**config.mk**
```make
export PLATFORM = sky130hd
export DESIGN_NAME = audio_mixer_n
export DESIGN_NICKNAME = d
export VERILOG_FILES = /design/src/rtl/audio_mixer_n.sv
export SDC_FILE = /design/constraint.sdc
export NUM_CORES = 1
export LEC_CHECK = 0
export CAP_MARGIN = 10
export CORE_ASPECT_RATIO = 2
export CORE_UTILIZATION = 55
export DETAILED_ROUTE_END_ITERATION = 7
export GPL_TIMING_DRIVEN = 0
export HOLD_SLACK_MARGIN = 0.03
export PLACE_DENSITY = 0.79
export REMOVE_ABC_BUFFERS = 1
export SLEW_MARGIN = 20
export SYNTH_ARGS = -nofsm -noshare
export SYNTH_HDL_FRONTEND = slang
export SYNTH_SLANG_ARGS = --single-unit
export TNS_END_PERCENT = 50
```
**constraint.sdc**
```tcl
create_clock -name clk -period 12.4 [get_ports clk]
set_clock_uncertainty 0.2 [all_clocks]
set_input_delay 2.48 -clock clk [delete_from_list [all_inputs] [get_ports clk]]
set_output_delay 2.48 -clock clk [all_outputs]
set_load 0.005 [all_outputs]
```
**src/rtl/audio_mixer_n.sv**
```systemverilog
// Time-multiplexed N-channel audio mixer: per-channel gain/mute, one MAC per clock after a
// sample strobe, then arithmetic scaling and saturation to a signed output word.
module audio_mixer_n #(
  parameter int unsigned NUM_CH     = 4,
  parameter int unsigned IN_W       = 16,
  parameter int unsigned GAIN_W     = 4,
  parameter int unsigned GAIN_SHIFT = 3,
  parameter int unsigned OUT_W      = 16
) (
  input  logic                     clk,
  input  logic                     reset_n,
  input  logic                     ce_sample,
  input  logic [NUM_CH*IN_W-1:0]   ch_in,
  input  logic [NUM_CH-1:0]        ch_signed,
  input  logic [NUM_CH*GAIN_W-1:0] ch_gain,
  input  logic [NUM_CH-1:0]        ch_mute,
  input  logic                     clip_clr,
  output logic [OUT_W-1:0]         out_sample,
  output logic                     out_valid,
  output logic                     busy,
  output logic                     clip,
  output logic                     overrun
);

  localparam int unsigned PW = IN_W + GAIN_W + 1;
  localparam int unsigned AW = PW + $clog2(NUM_CH);
  localparam int unsigned IW = (NUM_CH > 1) ? $clog2(NUM_CH) : 1;

  localparam logic [IW-1:0]        LastIdx = IW'(NUM_CH - 1);
  localparam logic signed [AW-1:0] MaxOut  = {{(AW-OUT_W+1){1'b0}}, {(OUT_W-1){1'b1}}};
  localparam logic signed [AW-1:0] MinOut  = {{(AW-OUT_W+1){1'b1}}, {(OUT_W-1){1'b0}}};

  typedef enum logic [1:0] {StIdle, StMac, StSat} state_e;

  state_e                     state_q, state_d;
  logic [IW-1:0]              idx_q, idx_d;
  logic signed [AW-1:0]       acc_q, acc_d;
  logic [NUM_CH*IN_W-1:0]     samp_q;
  logic [NUM_CH-1:0]          sgn_q;
  logic [NUM_CH*GAIN_W-1:0]   gain_q;
  logic [NUM_CH-1:0]          mute_q;
  logic [OUT_W-1:0]           out_q, out_d;
  logic                       valid_q, valid_d;
  logic                       clip_q, clip_d;
  logic                       ovr_q, ovr_d;
  logic                       accept;
  logic                       clip_set;
  logic                       ovr_set;

  logic [IN_W-1:0]            cur_raw;
  logic [GAIN_W-1:0]          cur_gain;
  logic                       cur_sgn;
  logic                       cur_mute;
  logic [IN_W-1:0]            cur_samp;
  logic signed [PW-1:0]       samp_ext;
  logic signed [PW-1:0]       gain_ext;
  logic signed [PW-1:0]       term;
  logic signed [AW-1:0]       term_ext;
  logic signed [AW-1:0]       scaled;

  // Channel multiplexer driven by the snapshot registers, never by the live inputs.
  always_comb begin
    cur_raw  = samp_q[IN_W-1:0];
    cur_gain = gain_q[GAIN_W-1:0];
    cur_sgn  = sgn_q[0];
    cur_mute = mute_q[0];
    for (int i = 1; i < NUM_CH; i++) begin
      if (idx_q == IW'(i)) begin
        cur_raw  = samp_q[i*IN_W +: IN_W];
        cur_gain = gain_q[i*GAIN_W +: GAIN_W];
        cur_sgn  = sgn_q[i];
        cur_mute = mute_q[i];
      end
    end
  end

  // Offset-binary to two's complement is just an MSB flip.
  assign cur_samp = {cur_raw[IN_W-1] ^ ~cur_sgn, cur_raw[IN_W-2:0]};
  assign samp_ext = PW'($signed(cur_samp));
  assign gain_ext = $signed({{(IN_W+1){1'b0}}, cur_gain});
  assign term     = cur_mute ? '0 : samp_ext * gain_ext;
  assign term_ext = AW'(term);
  assign scaled   = acc_q >>> GAIN_SHIFT;

  assign accept  = (state_q == StIdle) && ce_sample;
  assign ovr_set = (state_q != StIdle) && ce_sample;

  always_comb begin
    state_d  = state_q;
    idx_d    = idx_q;
    acc_d    = acc_q;
    out_d    = out_q;
    valid_d  = 1'b0;
    clip_set = 1'b0;
    unique case (state_q)
      StIdle: begin
        if (ce_sample) begin
          acc_d   = '0;
          idx_d   = '0;
          state_d = StMac;
        end
      end
      StMac: begin
        acc_d = acc_q + term_ext;
        idx_d = idx_q + 1'b1;
        if (idx_q == LastIdx) begin
          state_d = StSat;
        end
      end
      StSat: begin
        valid_d = 1'b1;
        state_d = StIdle;
        if (scaled > MaxOut) begin
          out_d    = MaxOut[OUT_W-1:0];
          clip_set = 1'b1;
        end else if (scaled < MinOut) begin
          out_d    = MinOut[OUT_W-1:0];
          clip_set = 1'b1;
        end else begin
          out_d = scaled[OUT_W-1:0];
        end
      end
      default: state_d = StIdle;
    endcase
    // A set in the same cycle as a clear wins.
    clip_d = clip_set | (clip_q & ~clip_clr);
    ovr_d  = ovr_set | (ovr_q & ~clip_clr);
  end

  always_ff @(posedge clk) begin
    if (!reset_n) begin
      state_q <= StIdle;
      idx_q   <= '0;
      acc_q   <= '0;
      samp_q  <= '0;
      sgn_q   <= '0;
      gain_q  <= '0;
      mute_q  <= '0;
      out_q   <= '0;
      valid_q <= 1'b0;
      clip_q  <= 1'b0;
      ovr_q   <= 1'b0;
    end else begin
      state_q <= state_d;
      idx_q   <= idx_d;
      acc_q   <= acc_d;
      out_q   <= out_d;
      valid_q <= valid_d;
      clip_q  <= clip_d;
      ovr_q   <= ovr_d;
      if (accept) begin
        samp_q <= ch_in;
        sgn_q  <= ch_signed;
        gain_q <= ch_gain;
        mute_q <= ch_mute;
      end
    end
  end

  assign out_sample = out_q;
  assign out_valid  = valid_q;
  assign busy       = (state_q != StIdle);
  assign clip       = clip_q;
  assign overrun    = ovr_q;

endmodule

```
==> results.cfg, run 1 <==
[synthesis]
synthMuxAreaShare = 0.0256
synth_simple_gate_area_frac = 0.205
synthDistinctLibCells = 58
ys_seq_area_frac = 0.303
synth_top_flop_cell = dfxtp_1
synth-async-reset-ratio = 0
avgSynthCellArea_um2 = 7.59
synth_edf_count = 0
synth-compound-area-share = 0.195
synthAdderAreaFrac = 0.169
ys_seq_elements = 134
synth.top_cell.area_share = 0.303
synth_area_um2 = 8840
synthCells = 1165
synth_top_family_by_area = simple AND/OR/NAND/NOR gates
yosys_warnings = 0
yosysTopAreaCell = dfxtp_1
yosys.area_share.xor_xnor = 0.0395
synth_area_leaders = dfxtp_1, a21oi_1, nand2_1

[clock_network]
htree_levels = 4
cts_num_sinks = 134
cts_resized = 0
cts_tree = built
clock_path_buffers = 2
cts_root_buf = clkbuf_16
clk_pin_slew_worst_paths_ns = 0.06
cts_hold_buf = 0
clk_latency_ns = 0.42
cts_buffers = 17
cts_setup_buffers = 0

[routing]
drt_iter0_drc = 285
num_vias = 7916
wire_per_inst_um = 13.3
vias_per_cell = 5.46
wl_mm = 19.3
drt_first_pass_iters = 5
ant_nets = 0
drc = 0

[sta]
rsz0062_at_grt = false
fin_crit_sh = 0.647
max_freq_mhz = 125
drv_slew = 0
finalCriticalPeriod_ns = 8.02
setup_tns_ns = 0
slew_headroom = 0.271
setup_slack_ns = 4.38
finalSetupViolCount = 0
final-hold-violation-count = 0
worst_pin_slew_ns = 1.09

[finish]
final_nets = 1429
syn2layout_area_growth_pct = 21.5
nFillCells = 1384
layout-drive-gt1-share = 0.0480
multi_input_area_um2 = 5650
antenna_cells = 0
final_cells = 1451
seq_area_um2 = 2680

[placement]
place_inst = 1420
dp_slack_ns = 4.39
io_buffers = 111
gp_congestion = 0.861
place_hpwl_mm = 13.9

[floorplan]
top_level_ports = 112
core_um2 = 15800
die_w_um = 91.7
rows = 65
dieArea_um2 = 16600
die_h_um = 181
start_util = 0.560

[global_route]
grt_pass1_wl_mm = 33.6
gr-total-overflow = 0
grt.total_usage = 0.246
antenna_found_initial = 0
grt_max_degree = 76
grt_pass1_vias = 7858

[worst_setup_path]
arrival_ns = 8.14
cp_top_family = compound AO/OA/AOI/OAI gates
path_buf_inv = 3
worst_setup_path_start_kind = flip-flop
crit_top_cell = nor2_1
path_class = flip-flop to flip-flop
cpPeakStageDelay_ns = 0.64
cp-end-kind = flip-flop
slowest_stage = ha_2
required_ns = 12.52
crit_fanout = 23

[pwr]
ir_worst_vdd_mv = 0.121
p_per_area_nw_per_um2 = 114
leakagePower_nw = 4.69
finalPower_mw = 1.23

[run]
max-cap-violations = 0

[status]
status = completed

[worst_hold_path]
min_path_type = flip-flop to flip-flop
[layer usage]
layer | global-route usage | vias to the layer above | share of wire
li1 | - | 4038 | -
met1 | 0.249 | 3624 | 0.38
met2 | 0.462 | 189 | 0.54
met3 | 0.0337 | 65 | 0.025
met4 | 0.153 | 0 | 0.052
met5 | 0 | - | 0
[Yosys cell counts, types with 6 or more instances]
| master | instances |
|---|---|
| a211oi_1 | 8 |
| a21o_1 | 21 |
| a21oi_1 | 188 |
| a31oi_1 | 6 |
| and3_1 | 7 |
| buf_1 | 8 |
| clkbuf_1 | 54 |
| dfxtp_1 | 134 |
| fa_1 | 34 |
| ha_1 | 65 |
| inv_1 | 83 |
| mux2i_1 | 20 |
| nand2_1 | 229 |
| nand2b_1 | 15 |
| nand3_1 | 18 |
| nor2_1 | 115 |
| nor2b_1 | 7 |
| nor3_1 | 10 |
| o211ai_1 | 16 |
| o21ai_0 | 10 |
| o21ai_1 | 10 |
| o21bai_1 | 7 |
| or2_1 | 8 |
| xnor2_1 | 21 |
| xor2_1 | 17 |
[path summary, 6_finish.rpt]
| check | start | to | slack (ns) | cells past startpoint |
|---|---|---|---|---|
| worst max register to register | idx_q[1]$_SDFFE_PN0P_ | acc_q[22]$_SDFFE_PN0P_ | 4.38 | 31 |
| worst max-delay path | idx_q[1]$_SDFFE_PN0P_ | acc_q[22]$_SDFFE_PN0P_ | 4.38 | 31 |
| worst min-delay path | out_sample[8]$_SDFFE_PN0P_ | out_sample[8]$_SDFFE_PN0P_ | 0.25 | 2 |
| worst min register to register | out_sample[8]$_SDFFE_PN0P_ | out_sample[8]$_SDFFE_PN0P_ | 0.25 | 2 |
[area by class of cell]
class | count | area share
clock buffer | 20 | 0.0434
inverter | 84 | 0.0298
tap | 201 | 0.0234
multi-input combinational | 884 | 0.526
timing repair buffer | 117 | 0.116
sequential | 134 | 0.250
clock inverter | 11 | 0.0118
[metrics by stage]
stage,hold WS [ns],utilization,instance area (um^2)
detailed placement,0.245,0.643,10200
CTS,0.251,0.681,10700
global route,0.270,0.681,10700
global placement,0.238,0.631,9960
floorplan,0.231,-,8600
finish,0.249,0.681,10700
[power breakdown]
part,leakage (nW),switching (mW),internal (mW)
sequential,1.09,0.0139,0.453
clock,0.280,0.192,0.311
combinational,3.31,0.151,0.110
[state kept, by name (all words and copies together), names as in the netlist]
register    flops
out_valid       1
out_sample     16
mute_q          4
gain_q         16
sgn_q           4
samp_q         64
state_q         2
overrun         1
clip            1
idx_q           2
acc_q          23
[layout by cell type (no fill, tap or decap), types with 4 or more instances in the layout]
| master | instances |
|---|---|
| nor2_1 | 115 |
| a31oi_1 | 6 |
| and2_1 | 4 |
| clkbuf_16 | 17 |
| and3_1 | 7 |
| a211oi_1 | 8 |
| ha_1 | 62 |
| nand2_1 | 228 |
| clkinvlp_4 | 4 |
| o21ai_1 | 10 |
| nand2b_1 | 15 |
| mux2i_1 | 20 |
| or2_1 | 8 |
| xor2_1 | 17 |
| xnor2_1 | 21 |
| nand4_1 | 5 |
| dfxtp_1 | 134 |
| nor3_1 | 10 |
| o21ai_0 | 10 |
| clkdlybuf4s50_1 | 111 |
| o211ai_1 | 16 |
| fa_1 | 34 |
| o21a_1 | 4 |
| a21oi_1 | 185 |
| nor2b_1 | 6 |
| o21bai_1 | 7 |
| a21o_1 | 21 |
| nand3_1 | 18 |
| inv_1 | 82 |
[logic make-up after synthesis]
group	after synthesis
flops	134
simple gates	431
mux	22
buf+inv	147
compound gates	293
xor+xnor	39
fa+ha+maj	99
[worst min-delay path: cells and delay by family (launching register included)]
family,cells,cell delay [ns]
AO/OA/AOI/OAI,1,0.05
AND/OR/NAND/NOR,1,0.05
flip-flops,1,0.31
Note: power is estimated with default switching activity, not from simulation.
==> run 2, diff against run 1 <==
Settings changed: CORE_UTILIZATION 55 to 51, PLACE_DENSITY 0.79 to 0.77.
Clock period 12.4 ns to 6.78 ns, I/O delays scaled along.
==> run 2 against run 1 <==
Effect of this change:
- clock power increased by 100%
- highest routed layer unchanged
- first-iteration DRC count increased by 60%
- die area increased by 7.7%
- critical path type unchanged
- sequential power increased by 84%
==> results.cfg, run 2 (synthesized netlist as in run 1, its figures left out) <==
[floorplan]
start_util = 0.525
dieArea_um2 = 17900
rows = 67
die_h_um = 188
top_level_ports = 112
core_um2 = 16800
die_w_um = 95.1

[pwr]
power_frac_comb = 0.242
swShare = 0.294
net-switching-power_mw = 0.723
finalPower_mw = 2.46
p_seq_frac = 0.348
p_per_area_nw_per_um2 = 206
p_clk_frac = 0.410
internal_power_mw = 1.74
leakagePower_nw = 5.02
ir_worst_vdd_mv = 0.219

[worst_setup_path]
cp-end-kind = flip-flop
cpPeakStageDelay_ns = 0.54
reg2reg_depth = 33
path_class = flip-flop to flip-flop
arrival_ns = 6.84
slowest_stage = fa_1
r2r_start = idx_q[1]$_SDFFE_PN0P_
crit_fanout = 6
crit_top_cell = a21oi_2
reg2reg_slack_ns = 0.06
required_ns = 6.90
worst_setup_path_start_kind = flip-flop
reg2reg_to = acc_q[20]$_SDFFE_PN0P_

[sta]
slew_headroom = 0.229
fin_crit_sh = 0.991
finalSetupViolCount = 0
max_freq_mhz = 149
final-hold-violation-count = 0
finalCriticalPeriod_ns = 6.72
drv_slew = 0
worst_pin_slew_ns = 1.16
rsz0062_at_grt = true

[finish]
largest_reg_flops = 64
syn2layout_area_growth_pct = 35.4
largest_registers = samp_q (64), acc_q (23)
nFillCells = 1240
final_common_cell = nand2_1
most-common-layout-cells = nand2_1, a21oi_1, dfxtp_1
regMostFlops = samp_q
layout-drive-gt1-share = 0.163
post-route-util = 0.711
antenna_cells = 0
final_nets = 1493

[run]
max-cap-violations = 0

[global_route]
grt.total_usage = 0.263
grt_pass1_vias = 8264
antenna_found_initial = 0
grt_max_degree = 84
grt_pass1_wl_mm = 37.1
gr-total-overflow = 0

[status]
status = completed

[clock_network]
cts_root_buf = clkbuf_16
clock_path_buffers = 2
clk_latency_ns = 0.44
cts_num_sinks = 134
htree_levels = 4
clk_pin_slew_worst_paths_ns = 0.06
cts_buffers = 17
cts_tree = built

[routing]
vias_per_cell = 5.64
drc = 0
wire_per_inst_um = 16.1
num_vias = 8579
wl_mm = 24.5
drt_iter0_drc = 457
ant_nets = 0
drt_first_pass_iters = 5

[worst_hold_path]
worstHoldEndpoint = out_sample[4]$_SDFFE_PN0P_
min_path_type = flip-flop to flip-flop
hold_start = out_sample[4]$_SDFFE_PN0P_
hold_path_depth = 2

[placement]
place_hpwl_mm = 14.6
gp_congestion = 0.850
io_buffers = 111
==> run 2: through the flow <==
step	TNS [ns]	cell area (um^2)	cells	setup slack (ns)	hold WS (ns)
final	0	12000	1522	0.0623	0.249
after detailed placement	-7.83	10200	1426	-1.24	0.244
after floorplan	-4.74	8600	1102	-0.729	0.231
after global routing	-1.14	12000	1522	-0.243	0.264
after global placement	-22.27	9970	1420	-2.26	0.239
after CTS	0	11400	1491	0.00272	0.252
==> run 2: worst max path at each step <==
stage                                         to  slack [ns]                  start  cells after the start
after floorplan           acc_q[22]$_SDFFE_PN0P_       -0.73  idx_q[1]$_SDFFE_PN0P_                     31
after global placement    acc_q[22]$_SDFFE_PN0P_       -2.26  idx_q[1]$_SDFFE_PN0P_                     31
after detailed placement  acc_q[22]$_SDFFE_PN0P_       -1.24  idx_q[1]$_SDFFE_PN0P_                     31
after CTS                 acc_q[22]$_SDFFE_PN0P_       0.003  idx_q[1]$_SDFFE_PN0P_                     33
after global routing      acc_q[21]$_SDFFE_PN0P_       -0.24  idx_q[1]$_SDFFE_PN0P_                     34
final                     acc_q[20]$_SDFFE_PN0P_        0.06  idx_q[1]$_SDFFE_PN0P_                     33
==> run 2: worst max-delay path, delay by kind of cell (launching register included) <==
family | cells | cell delay [ns]
buffers and inverters | 5 | 0.44
xor gates and xnor gates | 1 | 0.14
DFF | 1 | 0.36
and+or+nand+nor | 7 | 0.55
muxes | 1 | 0.21
adders and majority gates | 6 | 2.19
AOI/OAI and AO/OA | 13 | 2.50
==> run 2: power groups by stage <==
stage	logic (mW)	registers, mW	clock network (mW)
after floorplan	0.324	0.864	0
after global placement	0.453	0.868	0
after detailed placement	0.472	0.870	0
after CTS	0.519	0.854	1.01
after global routing	0.648	0.862	1.05
final	0.595	0.857	1.01
==> run 2: final cells by class <==
type	instances	area, um^2	share of cell area
multi-input cells	884	6230	0.521
flip-flops and latches	134	2690	0.225
repair buffers	181	1820	0.152
clock buffers	21	470	0.0393
inverters	84	323	0.0270
well taps	207	259	0.0216
clock inverters	11	173	0.0144
==> run 2: metal layers <==
layer	global-route usage	vias up	share of wire
li1	-	4164	-
met1	0.258	4026	0.35
met2	0.496	286	0.56
met3	0.0371	103	0.034
met4	0.159	0	0.059
met5	0	-	0
==> run 2: repair_timing <==
item | CTS | global route
buffers inserted | 32 | 32
cloned | 1 | 0
pin swaps | 15 | 70
resized for setup | 46 | 82
hold buffers | 0 | 0
setup endpoints to repair | 12 | 9
==> run 3, diff against run 2 <==
Settings changed: CORE_MARGIN set to 2.
==> run 3 against run 2 <==
Effect of this change:
- sequential share of layout area is 0.77 points higher
- sequential power hardly changed
- largest cell class unchanged
- hold slack gained 0.0013 ns
==> results.cfg, run 3 (synthesized netlist as in run 1, its figures left out) <==
[status]
status = completed

[global_route]
antenna_found_initial = 0
grt_max_degree = 69
grt_pass1_vias = 8328
grt.total_usage = 0.239
gr-total-overflow = 0
grt_pass1_wl_mm = 36.8

[clock_network]
cts_buffers = 17
clk_latency_ns = 0.42
cts_root_buf = clkbuf_16
htree_levels = 4
clk_pin_slew_worst_paths_ns = 0.06
cts_tree = built
cts_num_sinks = 134
cts_hold_buf = 0
clock_path_buffers = 2

[worst_setup_path]
path_class = flip-flop to flip-flop
path_buf_inv = 5
slowest_stage = fa_1
required_ns = 6.90
cp_top_family = compound AO/OA/AOI/OAI gates
worst_setup_path_start_kind = flip-flop
cp-end-kind = flip-flop
arrival_ns = 6.89
crit_fanout = 6
cpPeakStageDelay_ns = 0.52

[routing]
drt_first_pass_iters = 6
wl_mm = 22.9
drt_iter0_drc = 478
wire_per_inst_um = 15.1
ant_nets = 0
drc = 0
vias_per_cell = 5.62
num_vias = 8506

[finish]
final_common_cell = nand2_1
multi_input_area_um2 = 6050
largest_reg_flops = 64
seq_area_um2 = 2690
most-common-layout-cells = nand2_1, a21oi_1, dfxtp_1
final_nets = 1482
final_cell_area_um2 = 11600
layout-drive-gt1-share = 0.141
regMostFlops = samp_q
antenna_cells = 0
syn2layout_area_growth_pct = 30.9
nFillCells = 1386
final_cells = 1514
largest_registers = samp_q (64), acc_q (23)

[placement]
io_buffers = 111
place_inst = 1431
gp_congestion = 0.825
dpl_cell_area_um2 = 10200
place_hpwl_mm = 15.5

[floorplan]
core_um2 = 17100
dieArea_um2 = 18500
rows = 68
start_util = 0.517
die_h_um = 190
top_level_ports = 112
die_w_um = 97.1

[run]
max-cap-violations = 0

[sta]
finalCriticalPeriod_ns = 6.77
rsz0062_at_grt = true
max_freq_mhz = 148
setup_tns_ns = 0
drv_slew = 0
finalSetupViolCount = 0
worst_pin_slew_ns = 1.06
final-hold-violation-count = 0
fin_crit_sh = 0.998
slew_headroom = 0.291

[worst_hold_path]
min_path_type = flip-flop to flip-flop

[pwr]
leakagePower_nw = 4.92
p_per_area_nw_per_um2 = 194
finalPower_mw = 2.24
ir_worst_vdd_mv = 0.159
[run 3: changes by cell type in the layout (fill, tap and decap cells not counted), moves of 4 or more]
cell	delta
o21ai_1	+4
buf_4	-9
clkinv_2	+4
a21oi_1	+7
bufinv_16	-4
ha_1	+6
ha_4	-7
o21ai_2	-4
a21oi_2	-5
[run 3: final timing paths]
check / endpoint / slack [ns] / cells past startpoint / startpoint
hold / removal: gain_q[8]$_SDFFE_PN0P_ / 0.25 / 2 / gain_q[8]$_SDFFE_PN0P_
setup reg to reg: acc_q[22]$_SDFFE_PN0P_ / 0.01 / 35 / idx_q[1]$_SDFFE_PN0P_
hold reg to reg: gain_q[8]$_SDFFE_PN0P_ / 0.25 / 2 / gain_q[8]$_SDFFE_PN0P_
setup / recovery: acc_q[22]$_SDFFE_PN0P_ / 0.01 / 35 / idx_q[1]$_SDFFE_PN0P_
[run 3: power breakdown]
part	internal, mW	switching, mW
Combinational	0.239	0.308
Clock	0.484	0.356
Sequential	0.828	0.0284
[run 3: cell type report]
| cell class | count | area share |
|---|---|---|
| Inverter | 84 | 0.0277 |
| Clock inverter | 12 | 0.00703 |
| Timing Repair Buffer | 170 | 0.148 |
| Clock buffer | 20 | 0.0395 |
| Multi-Input combinational cell | 884 | 0.523 |
| Sequential cell | 134 | 0.232 |
| Tap cell | 210 | 0.0227 |
[run 3: layer usage]
layer  GRT usage  part of all wire
met1       0.249              0.38
met2       0.464              0.55
met3      0.0426             0.046
met4      0.0943             0.030
met5           0                 0
[run 3: repair_timing]
| item | in CTS | in global routing |
|---|---|---|
| resized for setup | 37 | 59 |
| buffers inserted | 27 | 24 |
| setup endpoints to repair | 12 | 8 |
| hold endpoints to repair | 0 | 0 |
| pin swaps | 28 | 64 |
| cloned | 1 | 0 |
[run 3: per-stage QoR]
step	util	hold slack, ns	setup WS [ns]
after floorplan	-	0.231	-0.729
after global placement	0.583	0.240	-2.43
after detailed placement	0.595	0.245	-1.14
after CTS	0.653	0.253	0.00775
after global routing	0.677	0.276	-0.226
final	0.677	0.250	0.0114
[run 3: tightest hold or removal path, delay by kind of cell, from the launching register on]
family,cells,cell delay (ns)
flops,1,0.30
compound gates,1,0.05
simple gates,1,0.05
